===== config.mk =====
export PLATFORM = sky130hd
export DESIGN_NAME = onehot_decoder_pipe
export DESIGN_NICKNAME = d
export VERILOG_FILES = /design/src/rtl/onehot_decoder_pipe.sv
export SDC_FILE = /design/constraint.sdc
export NUM_CORES = 1
export LEC_CHECK = 0
export BUFFER_PORTS_ARGS = -buffer_cell sky130_fd_sc_hd__clkbuf_2
export CAP_MARGIN = 0
export CORE_AREA = 5 5 92 94
export DETAILED_ROUTE_END_ITERATION = 7
export DIE_AREA = 0 0 97 99
export GPL_TIMING_DRIVEN = 0
export PLACE_DENSITY = 0.66
export SKIP_CTS_REPAIR_TIMING = 1
export SLEW_MARGIN = 5
export SYNTH_ARGS = -nofsm -noshare
export SYNTH_HDL_FRONTEND = slang
export SYNTH_SLANG_ARGS = --single-unit

===== constraint.sdc =====
create_clock -name clk -period 4.49 [get_ports clk]
set_input_delay 0.2245 -clock clk [delete_from_list [all_inputs] [get_ports clk]]
set_output_delay 0.2245 -clock clk [all_outputs]
set_load 0.05 [all_outputs]

===== src/rtl/onehot_decoder_pipe.sv =====
// Pipelined binary-to-one-hot decoder with valid/ready handshake and a 2-entry skid buffer.
// Optional ZERO_SEL_MASK_EN: in_sel==0 decodes to an all-zero vector (no write to register 0).
module onehot_decoder_pipe #(
  parameter int SEL_W = 5,
  parameter int OUT_W = 32
) (
  input  logic             clk,
  input  logic             rst,
  input  logic             in_valid,
  output logic             in_ready,
  input  logic [SEL_W-1:0] in_sel,
  input  logic             in_en,
  output logic             out_valid,
  input  logic             out_ready,
  output logic [OUT_W-1:0] out_onehot,
  output logic             out_range_err
);

  localparam int unsigned OUT_WU = OUT_W;

  typedef enum logic [1:0] {EMPTY, ONE, FULL} state_t;

  state_t           state, state_nxt;
  logic [OUT_W-1:0] dec_vec, main_vec_nxt, skid_vec, skid_vec_nxt;
  logic             dec_err, main_err_nxt, skid_err, skid_err_nxt;
  logic             in_xfer, out_xfer;

  assign in_xfer  = in_valid && in_ready;
  assign out_xfer = out_valid && out_ready;

  // Out-of-range selects give an empty vector plus an error flag rather than saturating.
  always_comb begin
    dec_vec = '0;
    dec_err = 1'b0;
    if (in_en) begin
      if (32'(in_sel) < OUT_WU) begin
        dec_vec = {{(OUT_W-1){1'b0}}, 1'b1} << in_sel;
      end else begin
        dec_err = 1'b1;
      end
    end
`ifdef ZERO_SEL_MASK_EN
    if (in_sel == '0) begin
      dec_vec = '0;
    end
`else
`endif
  end

  always_comb begin
    state_nxt    = state;
    main_vec_nxt = out_onehot;
    main_err_nxt = out_range_err;
    skid_vec_nxt = skid_vec;
    skid_err_nxt = skid_err;
    case (state)
      EMPTY: begin
        if (in_xfer) begin
          state_nxt    = ONE;
          main_vec_nxt = dec_vec;
          main_err_nxt = dec_err;
        end
      end
      ONE: begin
        if (in_xfer && out_xfer) begin
          main_vec_nxt = dec_vec;
          main_err_nxt = dec_err;
        end else if (in_xfer) begin
          state_nxt    = FULL;
          skid_vec_nxt = dec_vec;
          skid_err_nxt = dec_err;
        end else if (out_xfer) begin
          // Outputs read as zero whenever nothing is valid.
          state_nxt    = EMPTY;
          main_vec_nxt = '0;
          main_err_nxt = 1'b0;
        end
      end
      FULL: begin
        if (out_xfer) begin
          state_nxt    = ONE;
          main_vec_nxt = skid_vec;
          main_err_nxt = skid_err;
          skid_vec_nxt = '0;
          skid_err_nxt = 1'b0;
        end
      end
      default: begin
        state_nxt    = EMPTY;
        main_vec_nxt = '0;
        main_err_nxt = 1'b0;
        skid_vec_nxt = '0;
        skid_err_nxt = 1'b0;
      end
    endcase
  end

  // Handshake outputs are flops fed from next-state so in_ready never sees out_ready combinationally.
  always_ff @(posedge clk or posedge rst) begin
    if (rst) begin
      state         <= EMPTY;
      in_ready      <= 1'b1;
      out_valid     <= 1'b0;
      out_onehot    <= '0;
      out_range_err <= 1'b0;
      skid_vec      <= '0;
      skid_err      <= 1'b0;
    end else begin
      state         <= state_nxt;
      in_ready      <= (state_nxt != FULL);
      out_valid     <= (state_nxt != EMPTY);
      out_onehot    <= main_vec_nxt;
      out_range_err <= main_err_nxt;
      skid_vec      <= skid_vec_nxt;
      skid_err      <= skid_err_nxt;
    end
  end

endmodule

* Yosys cells after proc, flatten, opt, wreduce, memory -nomap -nowiden *
Cells that the tools add are included.

word-level totals
  flip-flop bits (word level) = 70
  bits in latches = 0
  RAM bits = 0
  ROM bits = 0
  input port bits = 10
  output and inout port bits = 35
  word-level logic and storage cells = 48
  memories kept = 0

cells by class
  add/sub/neg operators = 0
  $mul = 0
  div/mod/pow operators = 0
  $lt $le $gt $ge = 0
  equal/unequal tests = 9
  shift-type cells = 1
  muxes and demuxes = 23
  bitwise gates (word level) = 1
  reduce and logical (&&, ||, !) cells = 7

operators by type and width
  operator              count
  $mux 32               7
  $pmux 32 s3           2
  $shl 1x5->32 const A  1
  $mux 2                5
  $ne 2x2->1 const B    5
  $reduce_and 4->1      2
  $mux 1                6
  $ne 3x3->1 const B    2
  $pmux 1 s3            2
  $pmux 2 s3            1
  $logic_and 1x1->1     3
  $eq 2x1->1 const B    1
  $eq 2x2->1 const B    1
  $logic_not 2->1       1
  $reduce_bool 2->1     1
  $not 1->1             1

* Depth between registers and ports, before layout *
  word-level depth = 6
  mapped depth = 7
  depth with buffers taken out = 4

* Least setup slack after synthesis *
OpenSTA, ideal clock, no wires.

  path kind = reg-to-reg
  from = register out_valid
  to = register skid_vec[0]
  setup time = 125 ps
  arrival time = 1835 ps
  required time = 4365 ps
  setup slack = 2530 ps
  cell stages (with the launch flop) = 8
  buffers on the path = 3
  period minus slack after synthesis = 1960 ps
  cell sequence = dfrtp_1 > and2_1 > buf_4 > nor2_2 > o22a_1 > buf_4 > buf_6 > mux2_4

between the ends
  longest elaborated chain between the ends = 4
  elaborated cells between the ends (all ways) = 5
  classes of those cells = eq/ne: 2; reduce/logical: 3

ends and longest elaborated chain
  what                                 RTL line  source
  start: declaration                   13        output logic out_valid,
  start signal: assignment             111       out_valid <= (state_nxt != EMPTY);
  $logic_and 1x1->1 *                  29        assign out_xfer = out_valid && out_ready;
  $logic_and 1x1->1                    65        if (in_xfer && out_xfer) begin
  $ne 2x2->1 (no source line)          -
  $reduce_and 4->1 (no source line) *  -
  end signal: assignment               114       skid_vec <= skid_vec_nxt;
  end: declaration                     24        logic [OUT_W-1:0] dec_vec, main_vec_nxt, skid_vec, skid_vec_nxt;

Every way passes the cells marked *; elsewhere a longest branch is shown, timed or not.
A chain may end at the register's enable or synchronous reset.

* Worst setup path in the final report *
  from = register in_ready
  to = register out_onehot[23]

between the ends
  longest elaborated chain between the ends = 4
  elaborated cells between the ends (all ways) = 8
  classes of those cells = eq/ne: 3; mux: 2; reduce/logical: 3

ends and longest elaborated chain
  what                                                                     RTL line  source
  start: declaration                                                       10        output logic in_ready,
  start signal: assignment                                                 110       in_ready <= (state_nxt != FULL);
  $logic_and 1x1->1 *                                                      28        assign in_xfer = in_valid && in_ready;
  $logic_and 1x1->1                                                        65
  $ne 3x3->1 (no source line) / $mux 32 (equally long branches)            -
  $reduce_and 4->1 (no source line) / $pmux 32 s3 (equally long branches)  -
  end signal: assignment                                                   112       out_onehot <= main_vec_nxt;
  end: declaration                                                         15        output logic [OUT_W-1:0] out_onehot,

Marks and branches as above.

==> impl_metrics.toml <==
[critical_path]
cp_data_arrival_time_ns = 2.39
rrSetupSlack_ns = 2.36
r2r_start = "in_ready"
critPathKind = "reg2reg"
crit_end = "out_onehot[23]"
crit_path_end_kind = "register"
required_ns = 4.75
regToRegEndpoint = "out_onehot[23]"
crit_start = "in_ready"
worstPathMaxFanout = 8
r2r_cells = 4
start_kind = "register"

[timing]
rsz0062_at_grt = "false"
drv_slew = 0
hold_viol_final = 0
setup_viol = 0
worst_pin_slew_ns = 0.830
setup_tns_ns = 0
period_needed_ns = 2.13
fmax_mhz = 470
clock_skew_ns = 0.00814
slew_headroom_pct = 44.7
whs_ns = 0.00919
fin_crit_sh_pct = 47.4

[logic_synthesis]
synth-adder-area-share_pct = 0
synth_edf_count = 0
yosys.area_share.simple_pct = 14.1
synth_xor_area_share_pct = 0.266
synthArstFlopShare_pct = 100
syn_area_per_cell_um2 = 10.5
synth_top_family_by_area = "compound AO/OA/AOI/OAI gates"
synth_compound_area_share_pct = 17.9
synth_cells = 313
synth_seq_cells = 68
synth_area_mm2 = 0.00329
synth-warning-count = 0
synth_fp_nets = 323
synth_mux_area_share_pct = 11.5
synth_ff_type = "dfrtp_1"
yosysUniqueCellTypes = 43
yosysSeqAreaShare_pct = 51.7

[layout]
diodes = 0
final_common_cell = "dfrtp_1"
final_cell_mix = "dfrtp_1, nand2_1, clkbuf_2"
fillers = 709
post-route-util_pct = 50.6
multi_input_area_mm2 = 0.00145
drive_above_1_share_pct = 29.5
fin_cells = 472
regArea_mm2 = 0.00170
final_net_count = 375
area_growth_pct = 16.3

[min_path]
hp-class = "in2async"

[grt]
grt_pass1_vias = 2667
antenna_found_initial = 0
grt-ovfl-total = 0
grt_max_degree = 69
track_usage_pct = 18.0
grt_first_pass_wirelength_mm = 13.6

[power]
p_per_area_mw_per_mm2 = 498
combPwrFrac_pct = 36.9
irDropWorstVdd_mv = 0.409
leakage_nw = 1.77
switching_share_pct = 40.0
seq_power_share_pct = 36.0
p_int_w = 0.00115
switching_power_w = 0.000763
clockPowerShare_pct = 27.2

[routing]
first_pass_iters = 5
drt_wl_total_mm = 8.15
vias_per_cell = 5.46
drc = 0
postRouteAntennaNets = 0
drt_iter0_drc = 157
wl_per_cell_um = 17.3
dr_total_vias = 2579

[die]
rows = 32
die_y_um = 99
ios = 45
die-area_mm2 = 0.00960
core_area_mm2 = 0.00757
initial_utilization_pct = 43.5
die_w_um = 97

[cts]
cts_tree = "built"
numClockSinks = 68
numCtsBuffers = 9
root_buffer = "clkbuf_8"
clk_path_buf_depth = 2
cts.clk_slew.worst_paths_ns = 0.07
htreeDepth = 3
clk_latency_ns = 0.35

[flow_run]
maxCapViolations = 0

[placement]
dp_hpwl_mm = 5.74
gp_congestion = 0.855
io_buffers = 41
dp.cells = 456

[run_status]
status = "finished clean"
[critical path: stages (launching register included)]
cell       delay (ns)
dfstp_2          0.56
nand4_2          0.26
a2111oi_2        0.82
a22oi_1          0.18
o21ai_0          0.22
[through the flow]
step	setup slack, ns	area [um2]	total power, W
6_report	2.36	3830	0.00191
4_1_cts	2.40	3830	0.00191
3_5_place_dp	2.41	3630	0.00140
2_1_floorplan	2.53	3290	0.00122
3_3_place_gp	1.76	3630	0.00140
5_1_grt	2.25	3830	0.00202
[state kept, by name, indices dropped and copies added (netlist names)]
| signal | flops |
|---|---|
| in_ready | 1 |
| out_onehot | 32 |
| out_valid | 1 |
| skid_vec | 32 |
| state | 2 |
[cells by family (layout without fill, tap and decap cells)]
logic type	Yosys count	in the layout
muxes	27	27
DFF	68	68
xor gates and xnor gates	1	1
AOI/OAI and AO/OA	84	84
and+or+nand+nor	104	104
other	1	1
buffers and inverters	28	85
[worst min path at each step]
stage                              start        endpoint  slack, ns
after global routing                 rst  out_onehot[24]       0.12
after CTS                            rst  out_onehot[16]       0.07
final                                rst  out_onehot[24]      0.009
after floorplan                in_sel[0]    skid_vec[27]       0.36
after global placement    out_onehot[23]  out_onehot[23]       0.46
after detailed placement             rst  out_onehot[25]       0.44
[cell usage after synthesis (4+ instances only)]
cell type	count	area [um2]
o21ai_1	15	75.1
clkbuf_1	6	22.5
mux2_2	7	78.8
dfrtp_1	67	1680
nand2b_1	5	31.3
a32oi_1	4	35.0
inv_1	5	18.8
a211oi_1	4	30.0
o21ai_0	19	95.1
nand2_1	46	173
mux2_4	20	300
buf_2	9	45.0
nor2_1	38	143
a22oi_1	28	210
[final cells by class]
class	instances	area share, %
Sequential cell	68	44.4
Multi-Input combinational cell	217	37.7
Timing Repair Buffer	41	5.36
Clock buffer	12	4.05
Tap cell	102	3.33
Buffer	23	3.30
Clock inverter	4	1.24
Inverter	5	0.555
[per-layer routing]
metal	up-vias	GRT usage [%]	share of wire, %
li1	1214	-	-
met1	1278	23.3	45
met2	68	27.9	48
met3	19	3.89	4.6
met4	0	10.3	2.9
met5	-	0	0
[power by group through the flow]
stage / clock network, W / logic, W / registers [W]
after detailed placement: 0 / 0.000700 / 0.000698
after global routing: 0.000556 / 0.000768 / 0.000692
after floorplan: 0 / 0.000465 / 0.000759
after CTS: 0.000524 / 0.000703 / 0.000686
final: 0.000518 / 0.000703 / 0.000687
after global placement: 0 / 0.000698 / 0.000697
No activity file was read; power rests on OpenSTA's default activity.
